[config.mk]
export PLATFORM = sky130hd
export DESIGN_NAME = memory_stage
export DESIGN_NICKNAME = d
export VERILOG_FILES = /design/src/rtl/memory_stage_pkg.sv /design/src/rtl/memory_stage_align.sv /design/src/rtl/memory_stage.sv
export SDC_FILE = /design/constraint.sdc
export NUM_CORES = 1
export LEC_CHECK = 0
export BUFFER_PORTS_ARGS = -buffer_cell sky130_fd_sc_hd__buf_2
export CORE_AREA = 2 2 296 298
export DETAILED_ROUTE_END_ITERATION = 8
export DIE_AREA = 0 0 298 300
export GPL_TIMING_DRIVEN = 0
export PLACE_DENSITY_LB_ADDON = 0.3
export SETUP_SLACK_MARGIN = 0.3
export SLEW_MARGIN = 10
export SYNTH_ARGS = -nofsm -noshare
export SYNTH_HDL_FRONTEND = slang
export SYNTH_SLANG_ARGS = --single-unit
[constraint.sdc]
create_clock -name clk -period 13.77 [get_ports clk]
set_clock_uncertainty 0.2 [all_clocks]
set_input_delay 2.754 -clock clk [delete_from_list [all_inputs] [get_ports clk]]
set_output_delay 2.754 -clock clk [all_outputs]
set_load 0.1 [all_outputs]
[src/rtl/memory_stage_pkg.sv]
// Shared types for the memory stage: data-bus transaction types and the
// execute/memory pipeline records.
package common;
  typedef enum logic [1:0] {MSIZE1, MSIZE2, MSIZE4, MSIZE8} msize_t;

  typedef enum logic [1:0] {S_IDLE, S_WAIT, S_DRAIN} mstate_t;

  typedef struct packed {
    logic        valid;
    logic [63:0] addr;
    msize_t      size;
    logic [7:0]  strobe;
    logic [63:0] data;
  } dbus_req_t;

  typedef struct packed {
    logic        addr_ok;
    logic        data_ok;
    logic [63:0] data;
  } dbus_resp_t;
endpackage

package pipes;
  typedef enum logic [2:0] {
    OP_ALU, OP_LOAD, OP_STORE, OP_BRANCH, OP_JUMP, OP_CSR
  } op_t;

  typedef struct packed {
    op_t  op;
    logic regwrite;
  } control_t;

  typedef struct packed {
    logic        valid;
    logic [63:0] pc;
    logic [31:0] instr;
    control_t    ctl;
    logic [4:0]  dst;
    logic [63:0] result;
    logic [63:0] rd2;
    logic [63:0] csr;
    logic [11:0] csrdst;
    logic        error;
  } excute_data_t;

  typedef struct packed {
    logic        valid;
    logic [63:0] pc;
    logic [31:0] instr;
    control_t    ctl;
    logic [4:0]  dst;
    logic [63:0] result;
    logic [63:0] csr;
    logic [11:0] csrdst;
    logic        error;
  } memory_data_t;
endpackage

[src/rtl/memory_stage_align.sv]
// Byte-lane steering for the data bus: store strobe/data placement, load
// extraction with sign/zero extension, and natural-alignment check.
module mem_align
  import common::*;
(
  input  logic [2:0]  addr_i,
  input  logic [2:0]  funct3_i,
  input  logic [63:0] rd2_i,
  input  logic [63:0] rdata_i,
  output msize_t      size_o,
  output logic [7:0]  strobe_o,
  output logic [63:0] wdata_o,
  output logic [63:0] rdata_ext_o,
  output logic        misaligned_o
);
  logic [7:0]  mask;
  logic [63:0] shifted;

  // funct3[1:0] encodes log2(bytes); funct3[2] selects zero extension.
  assign size_o = msize_t'(funct3_i[1:0]);

  // NOTE: every output of a combinational block gets a default before the
  // case so no path leaves it unassigned and a latch is never inferred.
  always_comb begin
    mask         = 8'hFF;
    misaligned_o = 1'b0;
    unique case (size_o)
      MSIZE1: mask = 8'h01;
      MSIZE2: begin mask = 8'h03; misaligned_o = addr_i[0];     end
      MSIZE4: begin mask = 8'h0F; misaligned_o = |addr_i[1:0];  end
      MSIZE8: begin mask = 8'hFF; misaligned_o = |addr_i;       end
      default: ;
    endcase
  end

  assign strobe_o = mask << addr_i;
  assign wdata_o  = rd2_i << {addr_i, 3'b000};
  assign shifted  = rdata_i >> {addr_i, 3'b000};

  always_comb begin
    rdata_ext_o = shifted;
    unique case (funct3_i)
      3'd0: rdata_ext_o = {{56{shifted[7]}},  shifted[7:0]};
      3'd1: rdata_ext_o = {{48{shifted[15]}}, shifted[15:0]};
      3'd2: rdata_ext_o = {{32{shifted[31]}}, shifted[31:0]};
      3'd4: rdata_ext_o = {56'd0, shifted[7:0]};
      3'd5: rdata_ext_o = {48'd0, shifted[15:0]};
      3'd6: rdata_ext_o = {32'd0, shifted[31:0]};
      default: ;
    endcase
  end
endmodule

[src/rtl/memory_stage.sv]
// Memory-access pipeline stage: issues loads/stores on the data bus, stalls
// execute while a transaction is outstanding, and registers the result.
module memory_stage
  import common::*;
  import pipes::*;
(
  input  logic         clk,
  input  logic         reset,
  input  logic         flushm,
  input  excute_data_t dataE,
  output memory_data_t dataM,
  output logic         stopm,
  output dbus_req_t    dreq,
  input  dbus_resp_t   dresp
);
  mstate_t      state_q, state_d;
  memory_data_t data_q;
  dbus_req_t    req_now, req_q;

  logic         is_load, is_store, mem_op, aligned_op, misaligned;
  msize_t       size;
  logic [7:0]   strobe;
  logic [63:0]  wdata, rdata_ext;
  logic         unused_addr_ok;

  mem_align u_align (
    .addr_i       (dataE.result[2:0]),
    .funct3_i     (dataE.instr[14:12]),
    .rd2_i        (dataE.rd2),
    .rdata_i      (dresp.data),
    .size_o       (size),
    .strobe_o     (strobe),
    .wdata_o      (wdata),
    .rdata_ext_o  (rdata_ext),
    .misaligned_o (misaligned)
  );

  assign is_load        = dataE.ctl.op == OP_LOAD;
  assign is_store       = dataE.ctl.op == OP_STORE;
  assign mem_op         = dataE.valid && (is_load || is_store);
  assign aligned_op     = mem_op && !misaligned;
  assign unused_addr_ok = dresp.addr_ok;

  always_comb begin
    req_now        = '0;
    req_now.addr   = dataE.result;
    req_now.size   = size;
    req_now.strobe = is_store ? strobe : 8'h00;
    req_now.data   = wdata;
  end

  always_comb begin
    state_d = state_q;
    dreq    = req_now;
    unique case (state_q)
      S_IDLE: begin
        if (aligned_op) begin
          dreq.valid = 1'b1;
          // A flushed op that cannot finish now must still be seen through.
          if (!dresp.data_ok) state_d = flushm ? S_DRAIN : S_WAIT;
        end
      end
      S_WAIT: begin
        dreq.valid = 1'b1;
        if (dresp.data_ok) state_d = S_IDLE;
        else if (flushm)   state_d = S_DRAIN;
      end
      S_DRAIN: begin
        // Replay the captured request: execute may already hold something else.
        dreq       = req_q;
        dreq.valid = 1'b1;
        if (dresp.data_ok) state_d = S_IDLE;
      end
      default: state_d = S_IDLE;
    endcase
  end

  assign stopm = (aligned_op && !dresp.data_ok) || (state_q == S_DRAIN);

  // NOTE: sequential state uses non-blocking assignments so every register
  // samples pre-edge values regardless of statement order.
  always_ff @(posedge clk) begin
    if (!reset) state_q <= S_IDLE;
    else        state_q <= state_d;
  end

  always_ff @(posedge clk) begin
    if (state_q != S_DRAIN) req_q <= req_now;
  end

  // NOTE: only the valid bit is reset; payload fields are qualified by it,
  // so resetting them would only add reset fan-out.
  always_ff @(posedge clk) begin
    if (!reset || flushm) begin
      data_q.valid <= 1'b0;
    end else if (!stopm) begin
      data_q.valid  <= dataE.valid;
      data_q.pc     <= dataE.pc;
      data_q.instr  <= dataE.instr;
      data_q.ctl    <= dataE.ctl;
      data_q.dst    <= dataE.dst;
      data_q.result <= (is_load && !misaligned) ? rdata_ext : dataE.result;
      data_q.csr    <= dataE.csr;
      data_q.csrdst <= dataE.csrdst;
      data_q.error  <= dataE.error | (mem_op && misaligned);
    end else begin
      data_q.valid <= 1'b0;
    end
  end

  assign dataM = data_q;
endmodule

==> results_dict.tcl <==
set metrics [dict create \
    status "finished, final reports clean" \
    grt_util_met2 0.414 \
    power.total_mw 4.30 \
    synth_common_cells "384 x edfxtp_1, 128 x nor2_1, 125 x mux2_2" \
    rsz0062_at_grt "false" \
    max_cap_violations 0 \
    setup_viol 0 \
    cts_tree "built" \
    fp.dieH_um 300 \
    cts_buffers 51 \
    grt_util_all_layers 0.217 \
    post-cts-setup-buffers 0 \
    initial_core_util 0.208 \
    postCtsResizedCells 0 \
    cp-end-kind "output pin" \
    dp.final_hpwl_um 83800 \
    die_x_um 298 \
    synth_cell_type_count 52 \
    final.fill_count 9063 \
    viasPerCell 4.58 \
    criticalPathCategory "primary input to output pin" \
    drt-total-wl_um 101000 \
    crit_start "dataE[142]" \
    antenna_found_initial 65 \
    clk_pin_slew_worst_paths_ns 0.06 \
    ys.flop_type "edfxtp_1" \
    tightest_slew_ns 0.991 \
    clock-root-buffer "clkbuf_16" \
    ir_worst_vdd_mv 0.122 \
    hp-start "state_q[1]$_SDFFE_PN0P_" \
    synth_edf_count 384 \
    synth_area_leader_cell "edfxtp_1" \
    async_flop_share 0 \
    ant_nets 0 \
    regToRegStartpoint "state_q[0]$_SDFFE_PN0P_" \
    path_common_cell "buf_2" \
    startpoint_type "primary input" \
    grt_pass1_wl_um 133000 \
    busiest_layer "met2" \
    period_needed_ns 8.63 \
    hold_buffers 0 \
    maxSlewHeadroom 0.339 \
    ios 767 \
    final_nets 2470 \
    clock.fmax_mhz 116 \
    required_ns 10.82 \
    hp-class "flop to flop" \
    critical_path_peak_fanout 10 \
    syn_area_um2 17900 \
    met3_usage 0.0925 \
    clock_sinks 387 \
    port_buffers 765 \
    overflow 0 \
    ys_warn_count 0 \
    hold_violations 0 \
    slowest_delay_ns 0.71 \
    avgSynthCellArea_um2 14.2 \
    drive_gt1_frac 0.503 \
    use_met1 0.211 \
    die_area_um2 89400 \
    place_congestion 0.936 \
    netlist_top_cells_area "edfxtp_1 64%, mux2_2 7.9%, mux4_2 5.0%" \
    synth_nets 1644 \
    crit_arrival_ns 5.68 \
    setup_tns_ns 0 \
    ys_seq_area_frac 0.648 \
    grt_max_degree 63 \
    syn_to_final_growth_pct 39.9 \
    cp_slowest_cell "clkbuf_1" \
    stdcell_area_um2 25000 \
    drc_errors 0 \
    cts_buffer_depth 3 \
    wire_per_inst_um 30.7 \
    htreeDepth 2 \
    synth_top_area_share 0.644 \
    period_share 0.627 \
    report.final.slew_viol_count 0 \
    placedInstanceArea_um2 23400 \
    syn_inst 1260 \
    leakage_nw 10.2 \
    drt_first_pass_iters 6 \
    crit_buf_inv 5 \
    synth_most_common_cell "edfxtp_1" \
    insertion_delay_ns 0.58 \
    num_rows 108 \
    vias 15100 \
    yosys_register_bits 387 \
    core-area_um2 86200 \
    path_cells "buf_2, buf_2, nor2b_1, clkbuf_1, clkbuf_1, a21oi_1, a21oi_1, mux2_2, buf_2" \
    path_delay_family "buffers and inverters" \
    drt-initial-drc-count 1040 \
    power_density_nw_per_um2 172 \
    grt_pass1_vias 15300 \
]
[per-stage QoR]
| stage | worst slack [ns] | hold WS (ns) | util | std cells |
|---|---|---|---|---|
| after detailed placement | 5.10 | 0.332 | 0.271 | 3188 |
| after global routing | 5.03 | 0.364 | 0.290 | 3284 |
| after floorplan | 3.67 | 0.292 | - | 1260 |
| after global placement | 0.676 | 0.322 | 0.269 | 3180 |
| final | 5.14 | 0.345 | 0.290 | 3295 |
| after CTS | 5.11 | 0.346 | 0.290 | 3281 |
[power breakdown]
group	internal, mW	switching (mW)
registers	1.46	0.0346
clock network	0.775	0.538
logic	0.263	1.23
[final cells by class]
type	count	area, um2	share of cell area
Timing Repair Buffer	773	4020	0.161
Clock buffer	62	1320	0.0526
Multi-Input combinational cell	771	5820	0.233
Clock inverter	31	312	0.0124
Buffer	94	457	0.0182
Inverter	8	30.0	0.00120
Sequential cell	387	11600	0.463
Antenna cell	14	35.0	0.00140
Tap cell	1155	1450	0.0577
[layout by cell type, fill, tap and decap left out, drive strengths merged, types with 4 or more instances in the layout]
cell | Yosys | routed
diode | 0 | 14
clkinv | 1 | 21
nor2 | 128 | 128
a21oi | 61 | 61
nor3 | 7 | 7
a22oi | 8 | 8
o21a | 11 | 11
mux4 | 40 | 40
edfxtp | 384 | 384
nand2 | 116 | 116
inv | 7 | 9
nor2b | 9 | 9
mux2i | 70 | 70
bufinv | 0 | 5
buf | 58 | 831
nand3 | 6 | 6
o31ai | 26 | 26
a31oi | 46 | 46
o2bb2ai | 8 | 8
mux2 | 125 | 125
a211oi | 8 | 8
clkbuf | 36 | 98
and2 | 13 | 13
clkinvlp | 0 | 4
o22a | 8 | 8
o21ai | 37 | 37
ha | 4 | 4
o22ai | 8 | 8
[flip-flops by register name, indices dropped and copies added, names as in the netlist]
| register | cells |
|---|---|
| dataM | 247 |
| req_q | 138 |
| state_q | 2 |
[cell families (layout without fill, tap and decap cells)]
kind of cell | after synthesis | count (layout) | share of synthesized area
flops | 387 | 387 | 0.648
simple gates | 294 | 294 | 0.0697
compound gates | 237 | 237 | 0.0840
mux | 235 | 235 | 0.168
buf+inv | 102 | 968 | 0.0270
fa+ha+maj | 4 | 4 | 0.00280
xor+xnor | 1 | 1 | 0.000490
other cells | 0 | 14 | 0
[worst paths after layout]
check / end / slack (ns) / depth (start not counted)
hold reg to reg: state_q[1]$_SDFFE_PN0P_ / 0.35 / 1
hold / removal: state_q[1]$_SDFFE_PN0P_ / 0.35 / 1
setup reg to reg: dataM[62]$_DFFE_PP_ / 10.52 / 8
setup / recovery: dreq[50] / 5.14 / 9
[metal layers]
layer / up-vias / share of wire
met5: - / 0.0046
met4: 72 / 0.026
met3: 203 / 0.10
met2: 772 / 0.54
met1: 7513 / 0.33
li1: 6545 / -
No activity file was read; power rests on OpenSTA's default activity.
